===== src/rtl/regfile_write_arbiter.sv =====
// regfile_write_arbiter
//    Shares the single register-bank write port between two writeback
//    requesters. A is the ALU writeback and B is the load / multi-cycle
//    writeback. The arbiter grants one requester per cycle, either
//    round-robin or with A at fixed priority. The winning write goes into a
//    one-entry output stage, and that stage drives the bank.
//
// Ports
//    clk, reset               rising-edge clock, asynchronous active-high reset
//    a_valid/a_ready          requester A handshake
//    a_addr/a_data            requester A destination register and value
//    b_valid/b_ready          requester B handshake
//    b_addr/b_data            requester B destination register and value
//    rf_busy                  bank cannot take a write this cycle
//    rf_write                 write strobe to the bank (output stage valid)
//    rf_write_address/_data   write address and data held in the output stage
//    busy_mask                one-hot of the pending write's register, 0 if none
//    conflict_count           saturating count of cycles where both requesters
//                             contended and a grant was possible
module regfile_write_arbiter #(
   parameter int DATA_WIDTH     = 32,
   parameter int ADDR_WIDTH     = 5,
   parameter int FIXED_PRIORITY = 0,
   parameter int CNT_WIDTH      = 16
) (
   input  logic                     clk,
   input  logic                     reset,
   input  logic                     a_valid,
   output logic                     a_ready,
   input  logic [ADDR_WIDTH-1:0]    a_addr,
   input  logic [DATA_WIDTH-1:0]    a_data,
   input  logic                     b_valid,
   output logic                     b_ready,
   input  logic [ADDR_WIDTH-1:0]    b_addr,
   input  logic [DATA_WIDTH-1:0]    b_data,
   input  logic                     rf_busy,
   output logic                     rf_write,
   output logic [ADDR_WIDTH-1:0]    rf_write_address,
   output logic [DATA_WIDTH-1:0]    rf_write_data,
   output logic [2**ADDR_WIDTH-1:0] busy_mask,
   output logic [CNT_WIDTH-1:0]     conflict_count
);

   localparam int NUM_REGS = 2**ADDR_WIDTH;

   logic                  out_v_reg,    out_v_next;
   logic [ADDR_WIDTH-1:0] out_addr_reg, out_addr_next;
   logic [DATA_WIDTH-1:0] out_data_reg, out_data_next;
   logic                  last_grant_b_reg, last_grant_b_next;  // 1 = B won last
   logic [CNT_WIDTH-1:0]  conflict_count_reg, conflict_count_next;

   logic                  accept;
   logic                  grant_a;
   logic                  grant_b;
   logic                  xfer;
   logic [ADDR_WIDTH-1:0] win_addr;
   logic [DATA_WIDTH-1:0] win_data;

   // The stage can take a new entry when it is empty, or when its current
   // entry drains into the bank this cycle. Readies are also held low while
   // reset is asserted.
   assign accept = (~out_v_reg | ~rf_busy) & ~reset;

   // A wins when B is idle, when A has fixed priority, or when B won the
   // last round-robin turn.
   assign grant_a = a_valid & (~b_valid | (FIXED_PRIORITY != 0) | last_grant_b_reg);
   assign grant_b = b_valid & ~grant_a;

   assign a_ready = accept & grant_a;
   assign b_ready = accept & grant_b;

   // A grant already implies that the requester is valid.
   assign xfer     = a_ready | b_ready;
   assign win_addr = a_ready ? a_addr : b_addr;
   assign win_data = a_ready ? a_data : b_data;

   always_comb begin
      out_v_next          = out_v_reg;
      out_addr_next       = out_addr_reg;
      out_data_next       = out_data_reg;
      last_grant_b_next   = last_grant_b_reg;
      conflict_count_next = conflict_count_reg;

      if (xfer) begin
         last_grant_b_next = b_ready;
         if (win_addr != '0) begin
            out_v_next    = 1'b1;
            out_addr_next = win_addr;
            out_data_next = win_data;
         end else begin
            // Writes to register 0 are consumed without loading the stage.
            // Any transfer means the old entry drained, so the stage is empty.
            out_v_next = 1'b0;
         end
      end else if (!rf_busy) begin
         out_v_next = 1'b0;
      end

      if (a_valid && b_valid && accept && !(&conflict_count_reg))
         conflict_count_next = conflict_count_reg + 1'b1;
   end

   always_ff @(posedge clk or posedge reset) begin
      if (reset) begin
         out_v_reg          <= 1'b0;
         out_addr_reg       <= '0;
         out_data_reg       <= '0;
         last_grant_b_reg   <= 1'b1;
         conflict_count_reg <= '0;
      end else begin
         out_v_reg          <= out_v_next;
         out_addr_reg       <= out_addr_next;
         out_data_reg       <= out_data_next;
         last_grant_b_reg   <= last_grant_b_next;
         conflict_count_reg <= conflict_count_next;
      end
   end

   assign rf_write         = out_v_reg;
   assign rf_write_address = out_addr_reg;
   assign rf_write_data    = out_data_reg;
   assign conflict_count   = conflict_count_reg;

   generate
      for (genvar gi = 0; gi < NUM_REGS; gi++) begin : g_busy
         assign busy_mask[gi] = out_v_reg & (out_addr_reg == ADDR_WIDTH'(gi));
      end
   endgenerate

endmodule


===== config.mk =====
export PLATFORM = sky130hd
export DESIGN_NAME = regfile_write_arbiter
export DESIGN_NICKNAME = d
export VERILOG_FILES = /design/src/rtl/regfile_write_arbiter.sv
export SDC_FILE = /design/constraint.sdc
export NUM_CORES = 1
export LEC_CHECK = 0
export ABC_AREA = 0
export CAP_MARGIN = 30
export CORE_MARGIN = 2
export CORE_UTILIZATION = 34
export CTS_CLUSTER_SIZE = 28
export DETAILED_ROUTE_END_ITERATION = 8
export PLACE_DENSITY_LB_ADDON = 0.3
export SLEW_MARGIN = 20
export SYNTH_ARGS = -nofsm -noshare
export SYNTH_HDL_FRONTEND = slang
export SYNTH_SLANG_ARGS = --single-unit

===== constraint.sdc =====
create_clock -name clk -period 1.8 [get_ports clk]
set_clock_uncertainty 0.2 [all_clocks]
set_input_delay 0.36 -clock clk [delete_from_list [all_inputs] [get_ports clk]]
set_output_delay 0.36 -clock clk [all_outputs]
set_load 0.02 [all_outputs]

==> results.ini, run 1 <==
[setup_path]
worst-setup-path-type=flip-flop to primary output
path_common_cell=buf_4
max_stage_delay_ns=0.46
cp_max_fo=4
required_ns=1.24
crit_arrival_ns=1.70
cp_cell_sequence=nor2b_4, buf_4, nand3_2, nor2_1, buf_4
cp_num_buf_inv=2
crit_family=simple AND/OR/NAND/NOR gates
slowest_stage=dfrtp_2
cp-end-kind=primary output
start_kind=flip-flop

[power_and_ir_drop]
p_sw_w=0.002029
intPower_w=0.003000
p_comb_share_pct=51.1
power_frac_clock_pct=14.1
ir_worst_vdd_uv=513.0
seqPwrFrac_pct=34.8
p_leak_nw=2.692
netSwitchingFraction_pct=40.35
p_per_area_nw_per_um2=772.6

[routing]
drc=0
vias_per_cell=5.462
routedWlPerCell_um=19.95
postRouteAntennaNets=0
drtPass1Iterations=4
first_iter_violations=107
routed_wl_um=13420
route.vias.total=3676

[die]
rows=33
die_height_um=95.40
die_w_um=95.40
die_area_sq_um=9101
num_io_pins=167
core_sq_um=8175
initial_utilization_pct=34.74

[final_layout]
largest_register_ff_count=32
drive_gt1_share_pct=54.14
fill_cells=471
nets=646
syn2layout_area_growth_pct=129.2
final_area_sq_um=6509

[timing]
slew_viol_final=0
finalSetupViolCount=89
period_needed_ns=2.259
holdWs_ns=0.07532
rsz0062_at_grt=yes
hold_violations=0
tightest_slew_ns=0.4757
max_freq_mhz=442.6
fin_crit_sh_pct=125.5
fin_setup_tns_ns=-21.17
timing.slew.headroom_pct=68.05
layout_setup_ws_ns=-0.4593

[placed_design]
port-buffer-count=166
dp_hpwl_um=6965
place.gp.congestion=0.7640
pre_cts_ws_ns=-0.8597
placed_cell_area_sq_um=5009

[clocking]
clkLatencyLatePin_ns=0.32
h-tree-depth=2
ctsLongestPathBuffers=2
cts_root_buffer=clkbuf_8
cts_sinks=55
path_clk_slew_ns=0.11
cts_buffers=5
cts_tree=built

[run_status]
violations=setup timing
status=finished, violations left

[grt]
grt_max_degree=36
grt-ovfl-total=0
track_usage_pct=25.34
grt_first_pass_wirelength_um=17730
antenna_found_initial=1
grt_pass1_vias=3526

[logic_synthesis]
netlist_instances=312
ys_ff_latch=55
synth_edf_count=0
synth_nets=392
synth_top_area_share_pct=47.58
yosys-top-cells-area=dfrtp_1 (48%), nor2_1 (8.7%), o22ai_1 (7.9%)
synth_top_area_cell=dfrtp_1
yosysUniqueCellTypes=44
async_flop_share_pct=100.0
yosysWarnings=0
syn_avg_cell_area_sq_um=9.103
synth_ff_type=dfrtp_1
netlist_area_sq_um=2840
ys_seq_area_share_pct=48.50

[hold_path]
min_path_type=input pin to asynchronous set/reset pin

[run]
maxCapViolCount=0

==> power by group through the flow <==
stage	sequential, W	combinational, W	clock (W)
after floorplan	0.00196	0.000596	0
after global placement	0.00166	0.00185	0
after detailed placement	0.00167	0.00188	0
after CTS	0.00169	0.00212	0.000698
after global routing	0.00178	0.00270	0.000767
final	0.00175	0.00257	0.000708
==> layout make-up <==
cell class,instances,area (sq um),area share (%)
antenna,1,2.502,0.03845
clock buffer,7,76.32,1.173
clock inverter,1,5.005,0.07689
inverter,7,41.29,0.6344
multi-input combinational,236,2286,35.12
sequential,55,1388,21.32
tap,105,131.4,2.018
timing repair buffer,261,2579,39.62
==> cells in the mapped netlist, types with 2 or more instances <==
master / instances
dfrtp_1: 54
clkbuf_1: 9
buf_6: 6
and2_1: 3
and3_1: 4
inv_1: 6
a31oi_1: 2
mux2i_1: 2
xor2_1: 4
xnor2_1: 8
nor2_2: 4
nand3_1: 8
nand2b_1: 5
a21oi_2: 4
nand4_1: 10
nor4_1: 2
nor2_1: 66
a21oi_1: 38
nand2_1: 9
nand4b_1: 2
nor3_1: 8
o22ai_1: 36
==> stage by stage <==
| step | power (W) | util (%) | std cells |
|---|---|---|---|
| 6_report | 0.005029 | 79.61 | 673 |
| 3_5_place_dp | 0.003558 | 61.26 | 611 |
| 3_3_place_gp | 0.003511 | 61.26 | 611 |
| 5_1_grt | 0.005252 | 79.58 | 672 |
| 2_1_floorplan | 0.002555 | - | 312 |
| 4_1_cts | 0.004514 | 71.67 | 660 |
==> worst paths after layout <==
path | startpoint | to | slack, ns | cells after the start
max in group asynchronous | reset | rf_write_address[0] | 0.97 | 3
worst max register to register | rf_write | rf_write_data[16] | -0.32 | 9
worst min register to register | conflict_count[8] | conflict_count[8] | 0.33 | 1
worst min-delay path | reset | rf_write_data[16] | 0.08 | 3
min in group clk | b_addr[1] | rf_write_address[1] | 0.15 | 3
worst max-delay path | rf_write_address[4] | busy_mask[10] | -0.46 | 5
==> repair_timing <==
item,CTS,global route
setup buffers,34,16
gates cloned,7,2
endpoints found under the setup margin,141,92
resized for setup,382,141
hold endpoints to repair,0,0
pin swaps,32,20
hold buffers,0,0
==> layout by cell type, fill, tap and decap left out, types with 12 or more instances in the layout <==
master | synthesis | final
clkdlybuf4s50_1 | 0 | 67
nor2_1 | 66 | 16
a21oi_2 | 4 | 35
buf_12 | 0 | 12
o22ai_2 | 0 | 15
nor2_4 | 0 | 50
buf_6 | 6 | 49
dlygate4sd2_1 | 0 | 54
o22ai_1 | 36 | 19
dfrtp_1 | 54 | 46
buf_4 | 0 | 64
==> routing by layer <==
layer | global-route usage, % | vias up | part of all wire, %
li1 | - | 1639 | -
met1 | 28.05 | 1839 | 37
met2 | 47.48 | 156 | 54
met3 | 6.166 | 40 | 6.5
met4 | 7.976 | 2 | 2.3
met5 | 0 | - | 0.097
==> logic make-up (layout without fill, tap and decap cells) <==
| group | Yosys count | count (layout) | share of synthesized area, % |
|---|---|---|---|
| AOI/OAI and AO/OA | 89 | 92 | 19.91 |
| xor gates and xnor gates | 12 | 12 | 3.700 |
| adders and majority gates | 1 | 1 | 0.4405 |
| muxes | 3 | 3 | 1.101 |
| DFF | 55 | 55 | 48.50 |
| other | 0 | 1 | 0 |
| buffers and inverters | 24 | 276 | 4.801 |
| and+or+nand+nor | 128 | 128 | 21.54 |
==> tightest hold or removal path: stages <==
cell           delay (ns)
dlygate4sd2_1        0.29
clkinvlp_4           0.11
buf_12               0.19
Note: power is estimated with default switching activity, not from simulation.
==> inputs of run 2 (changes only) <==
ABC_AREA = 1   (was 0)
CORE_UTILIZATION = 37   (was 34)
==> run 2 against run 1 <==
Against the previous run: the run still ends with setup timing left; wire length is 8.5% lower; utilization fell by 5.8 points; area after synthesis is 17% higher.
==> results.ini, run 2 <==
[clocking]
cts_root_buffer=clkbuf_8
ctsLongestPathBuffers=2  ; unchanged
cts_buffers=5  ; unchanged
h-tree-depth=2  ; unchanged
clkLatencyLatePin_ns=0.31  ; about the same
path_clk_slew_ns=0.10  ; about the same
cts_tree=built
cts_hold_buf=0  ; unchanged
cts_sinks=55  ; unchanged

[final_layout]
syn2layout_area_growth_pct=93.31
final_area_sq_um=6436  ; -1.1%
largest_register_ff_count=32  ; unchanged
drive_gt1_share_pct=34.06  ; -20 points
fin_cells=839  ; +25%
nets=810  ; +25%
final_cell_mix=nand2_1 (224), clkdlybuf4s50_1 (75), buf_4 (56), dlygate4sd2_1 (53), dfrtp_1 (47)
diodes=0  ; -1
fill_cells=686  ; +46%
layout_commonest_cell=nand2_1

[routing]
first_iter_violations=133  ; +24%
routed_wl_um=12280  ; -8.5%
routedWlPerCell_um=14.64  ; -27%
drtPass1Iterations=4  ; unchanged
vias_per_cell=4.851  ; -11%
route.vias.total=4070  ; +11%
postRouteAntennaNets=0  ; unchanged
drc=0  ; unchanged

[run]
maxCapViolCount=0  ; unchanged

[grt]
grt_max_degree=56  ; +56%
grt_first_pass_wirelength_um=17730  ; about the same
grt-ovfl-total=0  ; unchanged
track_usage_pct=21.98  ; -3.4 points
antenna_found_initial=0  ; -1
grt_pass1_vias=3759  ; +6.6%

[logic_synthesis]
yosysWarnings=0  ; unchanged
netlist_area_sq_um=3329  ; +17%
yosysUniqueCellTypes=29  ; -34%
synth_top_area_cell=dfrtp_1
ys_ff_latch=55  ; unchanged
synth_edf_count=0  ; unchanged
ys_seq_area_share_pct=41.38  ; -7.1 points
syn_avg_cell_area_sq_um=6.554  ; -28%
synth_nets=588  ; +50%
yosys-top-cells-area=dfrtp_1 (41%), nand2_1 (29%), nand3_1 (7.1%)
synth.most_common_cell=nand2_1
netlist_instances=508  ; +63%
async_flop_share_pct=100.0  ; unchanged
synth_ff_type=dfrtp_1
synth_top_area_share_pct=40.59  ; -7.0 points
ys_top_cells_by_count=nand2_1 (257), dfrtp_1 (54), nor2_1 (50)

[placed_design]
pre_cts_ws_ns=-0.7948  ; +0.06489 ns
port-buffer-count=166  ; unchanged
placed_cell_area_sq_um=5455  ; +8.9%
post-place-cells=803  ; +31%
dp_hpwl_um=7713  ; +11%
place.gp.congestion=0.8625  ; +13%

[setup_path]
slowest_stage=dfstp_2
cp_cell_sequence=inv_2, nand2_2, nand2_4, nor2_4, buf_6, nand2_4, nand2_4, nand2_4, nor2_4, nand2_8, clkbuf_16, nand3_1, nand2_1
max_stage_delay_ns=0.54  ; +0.08 ns
worst-setup-path-type=flip-flop to flip-flop
cp_max_fo=8  ; +4
path_common_cell=nand2_4
required_ns=1.80  ; +0.56 ns
start_kind=flip-flop
crit_arrival_ns=2.12  ; +0.42 ns
cp-end-kind=flip-flop

[timing]
slew_viol_final=0  ; unchanged
max_freq_mhz=473.7  ; +7.0%
timing.slew.headroom_pct=53.23  ; -15 points
period_needed_ns=2.111  ; -0.1481 ns
finalSetupViolCount=73  ; -18%
layout_setup_ws_ns=-0.3112  ; +0.1481 ns
fin_crit_sh_pct=117.3  ; -8.2 points
hold_violations=0  ; unchanged
rsz0062_at_grt=yes
tightest_slew_ns=0.7015  ; +0.2258 ns

[hold_path]
min_path_type=flip-flop to flip-flop

[power_and_ir_drop]
p_total_w=0.005023  ; -0.12%
p_per_area_nw_per_um2=780.4  ; +1.0%
ir_worst_vdd_uv=384.8  ; -25%
p_leak_nw=3.278  ; +22%

[die]
die_w_um=98.86  ; +3.6%
core_sq_um=8721  ; +6.7%
initial_utilization_pct=38.18  ; +3.4 points
die_area_sq_um=9773  ; +7.4%
num_io_pins=167  ; unchanged
rows=34  ; +3.0%
die_height_um=98.86  ; +3.6%

[run_status]
violations=setup timing
status=finished, violations left

-- run 2: changes by cell type after synthesis, moves of 5 or more --
cell      before  now
a21oi_1       38    0
nand3_1        8   47
nor2_1        66   50
inv_1          6   31
nand2b_1       5    0
o22ai_1       36    1
nand2_1        9  257
nand4_1       10    2
-- run 2: routing by layer --
layer | GRT usage, % | part of all wire [%] | vias to the layer above
met3 | 4.965 | 6.3 | 23
met2 | 40.96 | 53 | 155
met4 | 6.112 | 2.6 | 0
met5 | 0 | 0 | -
li1 | - | - | 1992
met1 | 25.06 | 38 | 1900
-- run 2: kinds of logic (layout without fill, tap and decap cells) --
family	Yosys count	count (layout)	share of synthesized area [%]
AOI/OAI and AO/OA	9	9	1.841
DFF	55	55	41.38
xor gates and xnor gates	14	14	3.683
adders and majority gates	1	1	0.3757
buffers and inverters	58	281	7.741
and+or+nand+nor	371	371	44.98
-- run 2: final cells by class --
cell class	instances	area [sq um]	share of cell area [%]
inverters	36	152.6	2.372
flip-flops and latches	55	1386	21.54
clock inverters	1	8.758	0.1361
repair buffers	237	2445	37.99
well taps	108	135.1	2.100
multi-input cells	395	2222	34.53
clock buffers	7	86.33	1.341
-- run 2: path summary, 6_finish.rpt --
kind,from,endpoint,slack (ns),cells past startpoint
min in group asynchronous,reset,conflict_count[8],0.29,3
max,last_grant_b_reg,rf_write_data[23],-0.31,13
max reg2reg,last_grant_b_reg,rf_write_data[23],-0.31,13
max in group asynchronous,reset,conflict_count[0],0.60,3
min reg2reg,rf_write_data[17],rf_write_data[17],0.28,2
min,rf_write_data[17],rf_write_data[17],0.28,2
-- run 2: repair_timing --
action | 4_1_cts | 5_1_grt
gates cloned | 6 | 4
setup buffers | 7 | 12
hold endpoints to repair | 0 | 0
endpoints found under the setup margin | 143 | 91
pin swaps | 8 | 58
resized for setup | 289 | 129
-- run 2: power breakdown --
group	internal, W	switching [W]
clock	0.000320	0.000413
sequential	0.00150	0.000246
combinational	0.00116	0.00138
-- run 2: worst max-delay path: cells and delay by family, from the launching register on --
| kind | cells | cell delay [ns] |
|---|---|---|
| buf+inv | 3 | 0.40 |
| simple gates | 10 | 0.88 |
| flops | 1 | 0.54 |
-- run 2: stage by stage --
step                util [%]  setup TNS (ns)  hold slack, ns
floorplan                  -          -1.527        -0.02470
global placement       62.55          -39.46          0.2527
detailed placement     62.55          -42.05          0.2582
CTS                    67.19          -10.44          0.2766
global route           73.80          -21.79          0.2989
finish                 73.80          -14.94          0.2792
==> inputs of run 3 (changes only) <==
PLACE_DENSITY = 0.8   (was unset)
PLACE_DENSITY_LB_ADDON = unset   (was 0.3)
==> run 3 against run 2 <==
Against the previous run: the run still ends with setup timing left; wire length decreased by 6.8%; die area unchanged; clock power increased by 14%; total power decreased by 2.6%; highest routed layer unchanged; largest power group unchanged; final cell count decreased by 0.83%; global-route usage increased by 0.94 points; largest cell class unchanged; critical path depth unchanged.
==> results.ini, run 3 (same netlist as run 2, synthesis figures left out) <==
[final_layout]
nets=803  ; -0.86%
diodes=0  ; unchanged
drive_gt1_share_pct=32.46  ; -1.6 points
final_area_sq_um=6231  ; -3.2%
syn2layout_area_growth_pct=87.15
layout_commonest_cell=nand2_1
final_cell_mix=nand2_1 (216), clkdlybuf4s50_1 (74), dlygate4sd2_1 (51), buf_4 (49), dfrtp_1 (44)
largest_register_ff_count=32  ; unchanged

[placed_design]
place.gp.congestion=0.8596  ; -0.34%
port-buffer-count=166  ; unchanged
placed_cell_area_sq_um=5435  ; -0.37%
pre_cts_ws_ns=-0.7987  ; -0.003893 ns
dp_hpwl_um=7939  ; +2.9%

[clocking]
cts_root_buffer=clkbuf_8
clkLatencyLatePin_ns=0.30  ; about the same
path_clk_slew_ns=0.10  ; about the same
cts_tree=built
cts_buffers=5  ; unchanged
ctsLongestPathBuffers=2  ; unchanged
cts_sinks=55  ; unchanged
h-tree-depth=2  ; unchanged

[setup_path]
max_stage_delay_ns=0.54  ; about the same
crit_arrival_ns=2.06  ; -0.06 ns
cp-end-kind=flip-flop
required_ns=1.80  ; about the same
worst-setup-path-type=flip-flop to flip-flop
cp_max_fo=8  ; unchanged
cp_cell_sequence=inv_2, buf_6, a21oi_4, buf_6, nand2_4, nand2_1, nand2_1, nand2_2, o21bai_4, buf_6, buf_12, nand2_2, nand2_2
slowest_stage=dfstp_2
start_kind=flip-flop

[run_status]
status=finished, violations left
violations=setup timing

[timing]
layout_setup_ws_ns=-0.2586  ; +0.05253 ns
slew_viol_final=0  ; unchanged
timing.slew.headroom_pct=53.99  ; +0.76 points
holdWs_ns=0.1542  ; -0.1249 ns
tightest_slew_ns=0.6901  ; -0.01134 ns
rsz0062_at_grt=yes
fin_crit_sh_pct=114.4  ; -2.9 points
hold_violations=0  ; unchanged
finalSetupViolCount=73  ; unchanged
period_needed_ns=2.059  ; -0.05253 ns
max_freq_mhz=485.8  ; +2.6%

[routing]
drc=0  ; unchanged
route.vias.total=4031  ; -0.96%
routedWlPerCell_um=13.77  ; -6.0%
first_iter_violations=92  ; -31%
routed_wl_um=11450  ; -6.8%
vias_per_cell=4.845  ; -0.12%
drtPass1Iterations=4  ; unchanged
postRouteAntennaNets=0  ; unchanged

[die]
die_area_sq_um=9773  ; unchanged
core_sq_um=8721  ; unchanged
initial_utilization_pct=38.18  ; unchanged
die_height_um=98.86  ; unchanged
num_io_pins=167  ; unchanged
rows=34  ; unchanged
die_w_um=98.86  ; unchanged

[run]
maxCapViolCount=0  ; unchanged

[grt]
grt_max_degree=56  ; unchanged
grt_pass1_vias=4026  ; +7.1%
grt_first_pass_wirelength_um=18490  ; +4.2%
grt-ovfl-total=0  ; unchanged
track_usage_pct=22.93  ; +0.94 points
antenna_found_initial=0  ; unchanged

[power_and_ir_drop]
p_total_w=0.004894  ; -2.6%
p_per_area_nw_per_um2=785.4  ; +0.64%
ir_worst_vdd_uv=390.6  ; +1.5%
p_leak_nw=3.108  ; -5.2%

[hold_path]
min_path_type=input pin to flip-flop

[run 3: changes by cell type in the layout (fill, tap and decap cells not counted), sizes merged]
cell / delta
clkdlybuf4s15: +24
dlygate4sd2: -2
dlymetal6s2s: +1
buf: -29
clkdlybuf4s50: -1
clkbuf: -1
bufinv: +1
[run 3: metal layers]
| layer | up-vias | global-route usage, % | share of wire (%) | wire length (um) |
|---|---|---|---|---|
| met3 | 20 | 6.312 | 7.1 | 809 |
| met2 | 139 | 43.45 | 53 | 6122 |
| met1 | 1879 | 24.53 | 37 | 4281 |
| met4 | 0 | 6.955 | 2.1 | 241 |
| li1 | 1993 | - | - | - |
| met5 | - | 0 | 0 | 0 |
[run 3: final timing paths]
kind | startpoint | end | cells after the start | slack [ns]
max | last_grant_b_reg | rf_write_address[3] | 13 | -0.26
min | rf_busy | rf_write | 3 | 0.15
max reg2reg | last_grant_b_reg | rf_write_address[3] | 13 | -0.26
min reg2reg | rf_write_data[24] | rf_write_data[24] | 2 | 0.28
max in group asynchronous | reset | rf_write_address[0] | 3 | 0.61
min in group asynchronous | reset | conflict_count[11] | 3 | 0.29
[run 3: worst max-delay path: cells and delay by family (launching register included)]
| family | cells | cell delay [ns] |
|---|---|---|
| buffers and inverters | 5 | 0.57 |
| and+or+nand+nor | 6 | 0.40 |
| DFF | 1 | 0.54 |
| AOI/OAI and AO/OA | 2 | 0.22 |
[run 3: layout make-up]
type | count | area, sq um
fill | 660 | 2490
multi-input combinational | 395 | 2173
tap | 108 | 135.1
clock buffer | 6 | 72.57
timing repair buffer | 230 | 2273
inverter | 36 | 147.6
sequential | 55 | 1390
clock inverter | 2 | 38.79
[run 3: stage by stage]
stage / std cells / util, % / setup TNS [ns]
4_1_cts: 827 / 68.03 / -15.29
2_1_floorplan: 508 / - / -1.527
3_3_place_gp: 802 / 62.32 / -42.48
3_5_place_dp: 802 / 62.32 / -44.79
5_1_grt: 832 / 71.45 / -20.61
6_report: 832 / 71.45 / -13.57
[run 3: report_power, final]
part	switching, W	total, W	internal, W
registers	0.000243	0.00175	0.00150
clock network	0.000411	0.000832	0.000421
logic	0.00128	0.00232	0.00103
total	0.00194	0.00489	0.00296
[run 3: repair_timing]
action                     CTS  global route
buffers inserted            12             6
hold buffers                 0             0
cloned                       6             1
pin swaps                   20            20
setup endpoints to repair  143            92
gates resized for setup    255            85
